==> src/rtl/cipher_pkg.sv <==
// Shared constants, FSM state type and start-parameter check for the XOR cipher sequencer.
package cipher_pkg;

    localparam int DATA_W   = 8;
    localparam int MAX_KEYS = 16;
    localparam int LEN_W    = 8;
    localparam int KIDX_W   = $clog2(MAX_KEYS);

    typedef enum logic [1:0] {
        IDLE,
        RUN,
        DRAIN
    } state_t;

    // A job needs at least one byte and a key count in 1..MAX_KEYS.
    function automatic logic start_legal(input logic [LEN_W-1:0]  len,
                                         input logic [KIDX_W:0]   nk);
        return (len != '0) && (nk != '0) && (nk <= (KIDX_W+1)'(MAX_KEYS));
    endfunction

endpackage

==> src/rtl/xor_key_table.sv <==
// Key register file: synchronous write, combinational read by key index, cleared on Reset.
module xor_key_table
    import cipher_pkg::*;
(
    input  logic              Clk,
    input  logic              Reset,
    input  logic              wr_en,
    input  logic [KIDX_W-1:0] wr_addr,
    input  logic [DATA_W-1:0] wr_data,
    input  logic [KIDX_W-1:0] rd_addr,
    output logic [DATA_W-1:0] rd_data
);

    logic [MAX_KEYS-1:0][DATA_W-1:0] mem;

    // Clear all keys on reset, otherwise write one entry per strobe.
    always_ff @(posedge Clk) begin
        if (Reset)
            mem <= '0;
        else if (wr_en)
            mem[wr_addr] <= wr_data;
    end

    assign rd_data = mem[rd_addr];

endmodule

==> src/rtl/xor_cipher_sequencer.sv <==
// Walks a message through a byte-wide XOR with a rotating key schedule.
// One-deep output register with valid/ready; full throughput when the sink is ready.
module xor_cipher_sequencer
    import cipher_pkg::*;
(
    input  logic              Clk,
    input  logic              Reset,
    input  logic              key_wr_en,
    input  logic [KIDX_W-1:0] key_wr_addr,
    input  logic [DATA_W-1:0] key_wr_data,
    input  logic              start,
    input  logic [LEN_W-1:0]  msg_len,
    input  logic [KIDX_W:0]   num_keys,
    input  logic              abort,
    input  logic              in_valid,
    input  logic [DATA_W-1:0] in_data,
    output logic              in_ready,
    output logic              out_valid,
    output logic [DATA_W-1:0] out_data,
    input  logic              out_ready,
    output logic              busy,
    output logic              done,
    output logic              err
);

    state_t            state;
    logic [KIDX_W-1:0] kidx;
    logic [LEN_W-1:0]  bytes_left;
    logic [KIDX_W:0]   nkeys_q;
    logic [DATA_W-1:0] key_rd;
    logic              xfer;
    logic              key_we;
    logic              last_key;

    // Output slot is free when empty or being drained this cycle.
    assign in_ready = (state == RUN) && (!out_valid || out_ready);
    assign xfer     = in_valid && in_ready;
    assign busy     = (state != IDLE);
    // Key writes are only honoured between jobs so a running schedule never changes.
    assign key_we   = key_wr_en && (state == IDLE);
    assign last_key = ({1'b0, kidx} == (nkeys_q - 1'b1));

    xor_key_table u_key_table (
        .Clk     (Clk),
        .Reset   (Reset),
        .wr_en   (key_we),
        .wr_addr (key_wr_addr),
        .wr_data (key_wr_data),
        .rd_addr (kidx),
        .rd_data (key_rd)
    );

    // Job FSM, key/length counters, output register and status pulses.
    always_ff @(posedge Clk) begin
        if (Reset) begin
            state      <= IDLE;
            kidx       <= '0;
            bytes_left <= '0;
            nkeys_q    <= '0;
            out_valid  <= 1'b0;
            out_data   <= '0;
            done       <= 1'b0;
            err        <= 1'b0;
        end else begin
            done <= 1'b0;
            err  <= 1'b0;
            case (state)
                IDLE: begin
                    if (start) begin
                        if (start_legal(msg_len, num_keys)) begin
                            state      <= RUN;
                            kidx       <= '0;
                            bytes_left <= msg_len;
                            nkeys_q    <= num_keys;
                        end else begin
                            err <= 1'b1;
                        end
                    end
                end
                RUN: begin
                    if (abort) begin
                        state     <= IDLE;
                        out_valid <= 1'b0;
                    end else if (xfer) begin
                        out_data   <= in_data ^ key_rd;
                        out_valid  <= 1'b1;
                        kidx       <= last_key ? '0 : kidx + 1'b1;
                        bytes_left <= bytes_left - 1'b1;
                        if (bytes_left == LEN_W'(1))
                            state <= DRAIN;
                    end else if (out_ready) begin
                        out_valid <= 1'b0;
                    end
                end
                DRAIN: begin
                    if (abort) begin
                        state     <= IDLE;
                        out_valid <= 1'b0;
                    end else if (out_valid && out_ready) begin
                        out_valid <= 1'b0;
                        done      <= 1'b1;
                        state     <= IDLE;
                    end
                end
                default: state <= IDLE;
            endcase
        end
    end

endmodule

==> config.mk <==
export PLATFORM = sky130hd
export DESIGN_NAME = xor_cipher_sequencer
export DESIGN_NICKNAME = d
export VERILOG_FILES = /design/src/rtl/cipher_pkg.sv /design/src/rtl/xor_key_table.sv /design/src/rtl/xor_cipher_sequencer.sv
export SDC_FILE = /design/constraint.sdc
export NUM_CORES = 1
export LEC_CHECK = 0
export BUFFER_PORTS_ARGS = -buffer_cell sky130_fd_sc_hd__buf_4
export CORE_ASPECT_RATIO = 1.25
export CORE_MARGIN = 4
export CORE_UTILIZATION = 60
export DETAILED_ROUTE_END_ITERATION = 12
export PLACE_DENSITY = 0.9
export SLEW_MARGIN = 20
export SYNTH_ARGS = -nofsm -noshare
export SYNTH_HDL_FRONTEND = slang
export SYNTH_SLANG_ARGS = --single-unit
==> constraint.sdc <==
create_clock -name Clk -period 5.9 [get_ports Clk]
set_input_delay 1.18 -clock Clk [delete_from_list [all_inputs] [get_ports Clk]]
set_output_delay 1.18 -clock Clk [all_outputs]
set_load 0.02 [all_outputs]
Yosys cells after proc, flatten, opt, wreduce, memory -nomap -nowiden

Cells that the tools add are included.

Register bits: 158
Bits of input ports: 40
Output and inout bits: 13

$add $sub $neg: 3
Magnitude comparators: 4
Eq/ne operators: 12
Muxes and demuxes: 32
Bitwise operators: 5
Reduce and logical (&&, ||, !) cells: 22

Operators with widths:

| kind                | count |
|---|---|
| $bwmux 128          | 1 |
| $mux 8              | 6 |
| $bmux 8 s4          | 1 |
| $demux 8 s4         | 1 |
| $mux 4              | 5 |
| $pmux 8 s2          | 1 |
| $mux 2              | 7 |
| $lt 4x5->1 const B  | 2 |
| $reduce_and 5->1    | 2 |
| $reduce_and 3->1    | 3 |
| $eq 8x1->1 const B  | 1 |
| $pmux 4 s2          | 1 |
| $reduce_bool 8->1   | 1 |
| $sub 8x1->8 const B | 1 |
| $xor 8x8->8         | 1 |
| $logic_and 1x1->1   | 7 |
| $mux 1              | 7 |
| $ne 2x2->1 const B  | 3 |
| $ne 3x3->1 const B  | 2 |
| $pmux 2 s3          | 1 |
| $reduce_bool 2->1   | 3 |
| $reduce_or 3->1     | 2 |
| $eq 4x5->1          | 1 |
| $le 5x5->1 const B  | 1 |
| 14 further kinds    | 17 |

Logic depth before layout (Yosys ltp)

Gate-level depths: netlist of run 1.

Depth in word-level cells: 7
Gate-level depth with buffers: 8
Mapped depth without buffers: 8

By module

A second synthesis of run 1 with hierarchy kept.

Cell total of the unflattened synthesis: 893
Area total of the unflattened synthesis: 7749.9 µm²

Modules (own cells, without submodules):

| module               | times used | cells an instance | area each (µm²) | sequential area each (µm²) |
|---|---|---|---|---|
| xor_key_table        | 1          | 690               | 6065.8          | 2562.5 |
| xor_cipher_sequencer | 1          | 203               | 1684.1          | 600.6 |

Worst setup path after synthesis of run 1

OpenSTA, ideal clock, no wires.

Kind: input-to-output
Start: input port out_ready
End: output port in_ready
Arrival time: 1.582 ns
Data required time: 4.720 ns
Slack: 3.138 ns
Stages on the path: 2
Path buffers: 0
Cell sequence: nor2b_1 nor2_1

Cells in the longest elaborated chain, start to end: 2

Ends and longest elaborated chain:

| item              | RTL line                   | text |
|---|---|---|
| from (decl)       | xor_cipher_sequencer.sv:20 | `input logic out_ready,` |
| $logic_or 1x1->1  | xor_cipher_sequencer.sv:36 | `assign in_ready = (state == RUN) && (!out_valid \|\| out_ready);` |
| $logic_and 1x1->1 | xor_cipher_sequencer.sv:36 |  |
| to (decl)         | xor_cipher_sequencer.sv:17 | `output logic in_ready,` |

Every way passes these cells.

Worst setup path in the final report of run 1

Same ends and word-level chain as after synthesis.

==> metrics.md, run 1 <==
| Metric | Value |
|---|---|
| Initial antenna violation count | `0` |
| Worst skew pair latency | `0.43 ns` |
| Final Slew Violations | `0` |
| CP endpoint kind | `primary output` |
| TritonCTS clock tree | `built` |
| Setup TNS | `0 ns` |
| Worst EP arrival | `1.84 ns` |
| Top_reg_cell synth | `dfxtp_1` |
| Fin util | `0.700` |
| GRT Total Usage | `0.262` |
| Setup slack at placement | `2.74 ns` |
| Slew @ Worst Pin | `1.00 ns` |
| Slowest cell delay on critical path | `0.27 ns` |
| N_diodes | `0` |
| Worst-case vdd ir drop | `183 uV` |
| Dpl hpwl | `11500 um` |
| Fill cells | `832` |
| Failing checks | `design-rule violations` |
| Relative slew slack | `0.330` |
| Startpoint class of the critical path | `input port` |
| CTS buffer count | `17` |
| Pwr Total | `2360 uW` |
| Slowest-stage cell, CP | `nor2b_1` |
| Final number of hold-violating endpoints | `0` |
| Post-synth EDFFs | `0` |
| Syn-to-layout area delta | `13.7%` |
| Area share of the largest cell type after synthesis | `0.440` |
| Share of cells above drive strength 1 | `0.174` |
| I/O Pins | `53` |
| Outcome | `finished with violations` |
| CTS H-tree lvls | `4` |
| Most common cell after layout, fill and taps aside | `dfxtp_1` |
| Core Box Area | `11700 um2` |
| DR vias/cell | `6.16` |
| Largest area contributor in the netlist | `dfxtp_1` |
| Post CTS Setup Buffer Count | `0` |
| Period minus WS final | `3.02 ns` |
| Unrepaired setup endpoints after global routing | `false` |
| Nets | `801` |
| Initial DRC Count | `475` |
| Die area | `13800 um2` |
| Number of warnings issued by yosys | `0` |
| Die width | `106 um` |
| Hold_buf cts | `0` |
| Final period utilization | `0.511` |
| Fin Hold WS | `0.461 ns` |
| Worst setup path class | `input port to primary output` |
| Syn Area/Cell | `9.80 um2` |
| FFs w/ async S/R, synth | `0` |
| Buffers on Ports | `52` |
| Drt first pass iters | `9` |
| Clock skew | `0.00604 ns` |
| Library cells used by synthesis | `45` |
| Global-route wire length before repair | `28400 um` |
| Rows | `44` |
| Hold Path Class | `register to register` |
| Most frequent cells in the layout | `dfxtp_1 (157), nor2_1 (134), mux2i_1 (109)` |
| CTS resizes | `0` |
| Data required, critical path | `4.72 ns` |
| Largest net degree at the start of global routing | `89` |
| Vias in the first global route | `5754` |
| # clock sinks | `158` |
| Max_cap viols | `0` |
| DRC | `1` |
| Synthesized Nets | `777` |
| Die H | `130 um` |
| Crit path max fanout | `3` |
| Root Buffer | `clkbuf_16` |
| Final Wtd Congestion | `0.830` |
| Final setup vio count | `0` |
| Vias | `5739` |
| Pwr dens | `289 nW/um2` |
| CP most frequent cell | `buf_4` |
| Leakage | `0.00315 uW` |
| Syn Inst Count | `733` |
| Mapped cell area | `7180 um2` |
| Clock Pin Slew Worst Setup and Hold Paths | `0.06 ns` |
| Reg2reg setup slack | `3.24 ns` |
| Routed Antenna Nets | `0` |
| Sequential-to-total area share from yosys stat | `0.440` |
| Critical-path cell list | `buf_4 > nor2b_1 > nor2_1 > buf_4` |
| GRT Residual Overflow | `0` |
| #FFs+latches synth | `158` |
| Clk buf depth | `2` |
| Final Worst Setup Slack | `2.88 ns` |
| Post-Route WL | `17700 um` |
| Initial Util | `0.616` |
| Synth top area cells | `dfxtp_1 (44%), mux2i_1 (15%), mux4_2 (10%), nor2_1 (7.0%), nand2_1 (3.1%)` |
| Drt wl/cell | `19.0 um` |
| Fmax | `332 MHz` |
==> report_power, final <==
group,leakage [uW],switching (uW),internal [uW],total [uW]
Sequential,0.00128,15.9,1090,1100
Clock,0.000277,431,634,1070
Combinational,0.00160,119,74.3,193
Total,0.00315,566,1800,2360
==> worst max-delay path: cells and delay by family <==
family	cells	cell delay, ns
buffers and inverters	2	0.30
and+or+nand+nor	2	0.36
==> path summary, 6_finish.rpt <==
check / depth (start not counted) / end / start
worst max-delay path: 4 / in_ready / out_ready
worst min-delay path: 2 / u_key_table.mem[48] / u_key_table.mem[48]
worst max register to register: 6 / bytes_left[7] / state[0]
worst min register to register: 2 / u_key_table.mem[48] / u_key_table.mem[48]
==> logic make-up after synthesis <==
logic type               Yosys count  synth area share
multiplexers                     141             0.252
flip-flops                       158             0.440
AND/OR/NAND/NOR                  272             0.173
buffers and inverters             57            0.0345
AO/OA/AOI/OAI                     86            0.0749
adder cells (fa/ha/maj)            4           0.00697
XOR/XNOR                          15            0.0183
==> stage by stage <==
step / instance area, um2 / std cells
2_1_floorplan: 7180 / 733
3_3_place_gp: 7590 / 899
3_5_place_dp: 7590 / 899
4_1_cts: 8170 / 931
5_1_grt: 8170 / 931
6_report: 8170 / 931
==> area by class of cell <==
| class | instances | area [um2] | share of cell area |
|---|---|---|---|
| Clock inverter | 9 | 83.8 | 0.0103 |
| Inverter | 6 | 22.5 | 0.00276 |
| Tap cell | 161 | 201 | 0.0247 |
| Timing Repair Buffer | 56 | 420 | 0.0515 |
| Sequential cell | 158 | 3160 | 0.387 |
| Multi-Input combinational cell | 518 | 3780 | 0.463 |
| Clock buffer | 23 | 498 | 0.0610 |
==> routing by layer <==
| metal | global-route usage | vias to the layer above | wire, um | share of wire |
|---|---|---|---|---|
| met5 | 0 | - | 0 | 0 |
| met4 | 0.110 | 0 | 545 | 0.031 |
| met3 | 0.0727 | 46 | 1390 | 0.078 |
| met2 | 0.468 | 305 | 9140 | 0.52 |
| met1 | 0.296 | 2757 | 6640 | 0.38 |
| li1 | - | 2631 | - | - |
==> cell usage after synthesis (3+ instances only) <==
cell      instances
a21oi_1          39
ha_1              4
nor4_1            4
o21ai_0           8
nand2_1          59
nor2_1          134
nor2b_1           6
nor2_2            3
dfxtp_1         158
nor2_4            4
xor2_1            3
buf_4             6
nor3b_1           4
xnor2_1          12
a31oi_1           3
nor3_1            4
nand3_1          35
nand3b_1          3
nand2b_1          4
mux2i_1         109
inv_1             6
a22oi_1          17
buf_1             4
clkbuf_1         32
mux4_2           32
buf_2             9
a211oi_1         10
==> sequential cells by signal, indices dropped and copies added (netlist names) <==
| signal | count |
|---|---|
| out_data | 8 |
| state | 2 |
| done | 1 |
| out_valid | 1 |
| err | 1 |
| nkeys_q | 5 |
| u_key_table.mem | 128 |
| kidx | 4 |
| bytes_left | 8 |
Note: power is estimated with default switching activity, not from simulation.
==> inputs of run 2 (changes only) <==
--- a/config.mk
+++ b/config.mk
@@ -5,12 +5,13 @@
 export SDC_FILE = /design/constraint.sdc
 export NUM_CORES = 1
 export LEC_CHECK = 0
+export ABC_AREA = 1
 export BUFFER_PORTS_ARGS = -buffer_cell sky130_fd_sc_hd__buf_4
 export CORE_ASPECT_RATIO = 1.25
 export CORE_MARGIN = 4
-export CORE_UTILIZATION = 60
+export CORE_UTILIZATION = 55
 export DETAILED_ROUTE_END_ITERATION = 12
-export PLACE_DENSITY = 0.9
+export PLACE_DENSITY = 0.87
 export SLEW_MARGIN = 20
 export SYNTH_ARGS = -nofsm -noshare
 export SYNTH_HDL_FRONTEND = slang
==> constraint.sdc (replaced) <==
create_clock -name Clk -period 2.49 [get_ports Clk]
set_input_delay 0.498 -clock Clk [delete_from_list [all_inputs] [get_ports Clk]]
set_output_delay 0.498 -clock Clk [all_outputs]
set_load 0.02 [all_outputs]
==> run 2 against run 1 <==
Net effect: the run now ends clean; count of clock-buffer cells in the layout fell by 1; setup slack got worse by 2.3 ns; clock power rose to 2.5 times the previous value; global-route usage fell by 0.80 points; critical path depth did not move; critical endpoint unchanged; register-to-register slack got worse by 2.5 ns; core utilization fell by 6.6 points; design area rose by 7.3%; die area rose by 16%.
==> metrics.md, run 2 <==
| Metric | Value |
|---|---|
| Mapped cell area | `7750 um2` |
| Synthesized Nets | `1214` |
| N_diodes | `0` |
| Initial DRC Count | `735` |
| Comb pwr share | `0.179` |
| Final Wtd Congestion | `0.896` |
| Unrepaired setup endpoints after global routing | `false` |
| Part of the power in registers | `0.411` |
| Switching pwr | `1870 uW` |
| CTS buffer count | `17` |
| Worst EP arrival | `1.46 ns` |
| Top_reg_cell synth | `dfxtp_1` |
| Die width | `114 um` |
| Final period utilization | `0.785` |
| Worst skew pair latency | `0.43 ns` |
| Data required, critical path | `1.99 ns` |
| CTS resizes | `0` |
| Vias in the first global route | `6883` |
| Buffers on Ports | `52` |
| Startpoint class of the critical path | `register` |
| Outcome | `finished, final reports clean` |
| I/O Pins | `53` |
| Worst reg-to-reg path cell count | `11` |
| Largest net degree at the start of global routing | `99` |
| Clk buf depth | `2` |
| Reg2reg end | `out_data[6]` |
| # clock sinks | `158` |
| Initial antenna violation count | `0` |
| Drt wl/cell | `14.7 um` |
| Library cells used by synthesis | `31` |
| Most frequent cells in the layout | `nand2_1 (190), inv_1 (172), dfxtp_1 (157)` |
| Period minus WS final | `1.95 ns` |
| Fill cells | `1242` |
| Root Buffer | `clkbuf_16` |
| Syn-to-layout area delta | `13.1%` |
| Largest registers | `u_key_table.mem (128), bytes_left (8), out_data (8)` |
| Core Box Area | `13800 um2` |
| Syn Inst Count | `1170` |
| Sequential-to-total area share from yosys stat | `0.408` |
| Die area | `16100 um2` |
| GRT Residual Overflow | `0` |
| Switching share of power | `0.286` |
| TritonCTS clock tree | `built` |
| Dpl hpwl | `13100 um` |
| Hold_buf cts | `0` |
| Final number of hold-violating endpoints | `0` |
| Final Slew Violations | `0` |
| Pint | `4670 uW` |
| Post-Route WL | `20100 um` |
| CP endpoint kind | `primary output` |
| Nets | `1226` |
| Rows | `48` |
| Clock Pin Slew Worst Setup and Hold Paths | `0.06 ns` |
| Reg2reg setup slack | `0.70 ns` |
| Syn Area/Cell | `6.62 um2` |
| Slew @ Worst Pin | `0.632 ns` |
| Initial Util | `0.561` |
| Final setup vio count | `0` |
| GRT Total Usage | `0.254` |
| Finished layout cell area | `8760 um2` |
| Relative slew slack | `0.575` |
| Worst-case vdd ir drop | `460 uV` |
| Worst Min Path Start | `abort` |
| Crit path max fanout | `14` |
| Setup TNS | `0 ns` |
| Share of cells above drive strength 1 | `0.111` |
| Die H | `141 um` |
| CTS H-tree lvls | `4` |
| Most common cell after layout, fill and taps aside | `nand2_1` |
| FFs w/ async S/R, synth | `0` |
| Post CTS Setup Buffer Count | `0` |
| Placed Area | `8150 um2` |
| Area share of the largest cell type after synthesis | `0.408` |
| Worst Hold Endpoint | `done` |
| DR vias/cell | `5.53` |
| Global-route wire length before repair | `33100 um` |
| Drt first pass iters | `5` |
| DRC | `0` |
| Clk pwr share | `0.411` |
| Most numerous cell in the Yosys netlist | `nand2_1` |
| Hold depth | `2` |
| Number of warnings issued by yosys | `0` |
| Largest area contributor in the netlist | `dfxtp_1` |
| Leakage | `0.00376 uW` |
| Clock skew | `0.00818 ns` |
| Pwr dens | `747 nW/um2` |
| Largest Register | `u_key_table.mem` |
| Critical Path Source | `state[1]` |
| Routed Antenna Nets | `0` |
| Reg2reg start | `kidx[0]` |
| Ranking of synthesized cells by instance count | `nand2_1 (190), inv_1 (172), dfxtp_1 (158), nand3_1 (136), a21oi_1 (131)` |
| Max_cap viols | `0` |
| Hold Path Class | `input port to register` |
| Vias | `7574` |
| Synth top area cells | `dfxtp_1 (41%), nand2_1 (9.2%), nand3_1 (8.8%), a21oi_1 (8.5%), o21ai_0 (8.3%)` |
| Post-synth EDFFs | `0` |
| #FFs+latches synth | `158` |
| Fmax | `512 MHz` |
| Max reg flops | `128` |
| Worst setup path class | `register to primary output` |
[run 2: changes by cell type after synthesis, moves of 12 or more]
cell     change
inv_2       +16
nand2_1    +131
mux2i_1    -109
a21oi_1     +92
nand3_1    +101
o21ai_1     +30
mux4_2      -32
inv_1      +166
xnor2_1     -12
a22oi_1     -17
nor2_1      -38
o21ai_0    +121
buf_2       +23
[run 2: kinds of logic (layout without fill, tap and decap cells)]
kind of cell               after synthesis  in the layout  share of synthesized area
buffers and inverters                  258            283                      0.132
AOI/OAI and AO/OA                      296            296                      0.194
and+or+nand+nor                        450            450                      0.255
DFF                                    158            158                      0.408
xor gates and xnor gates                 4              4                    0.00452
adders and majority gates                4              4                    0.00646
[run 2: worst max path at each step]
stage | endpoint | slack (ns) | cells after the start
after floorplan | kidx[2] | 0.98 | 9
after global placement | kidx[0] | 0.72 | 10
after detailed placement | bytes_left[1] | 0.72 | 9
after CTS | in_ready | 0.52 | 4
after global routing | in_ready | 0.47 | 4
final | in_ready | 0.54 | 4
[run 2: metrics by stage]
stage / power (uW) / worst slack (ns) / instances / utilization / hold WS (ns)
final: 6540 / 0.535 / 1370 / 0.634 / 0.272
after global routing: 6800 / 0.468 / 1370 / 0.634 / 0.275
after CTS: 6550 / 0.521 / 1370 / 0.634 / 0.258
after detailed placement: 3890 / 0.721 / 1338 / 0.590 / 0.437
after global placement: 3860 / 0.722 / 1338 / 0.590 / 0.434
after floorplan: 3560 / 0.982 / 1170 / - / 0.424
[run 2: final cells by class]
type | instances | area, um2 | area share
repair buffers | 61 | 495 | 0.0565
inverters | 190 | 713 | 0.0814
multi-input cells | 754 | 3560 | 0.406
clock buffers | 22 | 474 | 0.0541
clock inverters | 10 | 136 | 0.0156
well taps | 175 | 219 | 0.0250
flip-flops and latches | 158 | 3160 | 0.361
[run 2: critical path: stages (launching register included)]
cell	delay (ns)
dfxtp_1	0.36
inv_1	0.08
nand2_2	0.18
a21oi_4	0.22
buf_4	0.17
[run 2: per-layer routing]
metal | routed length, um | share of wire | vias up | track usage
met5 | 0 | 0 | - | 0
met4 | 578 | 0.029 | 0 | 0.0944
met3 | 1650 | 0.082 | 56 | 0.0687
met2 | 9430 | 0.47 | 313 | 0.415
met1 | 8480 | 0.42 | 3442 | 0.321
li1 | - | - | 3763 | -
[run 2: power groups by stage]
stage / Clock, uW / Combinational (uW) / Sequential (uW)
after floorplan: 0 / 818 / 2740
after global placement: 0 / 1130 / 2740
after detailed placement: 0 / 1150 / 2740
after CTS: 2700 / 1160 / 2680
after global routing: 2800 / 1310 / 2700
final: 2690 / 1170 / 2690
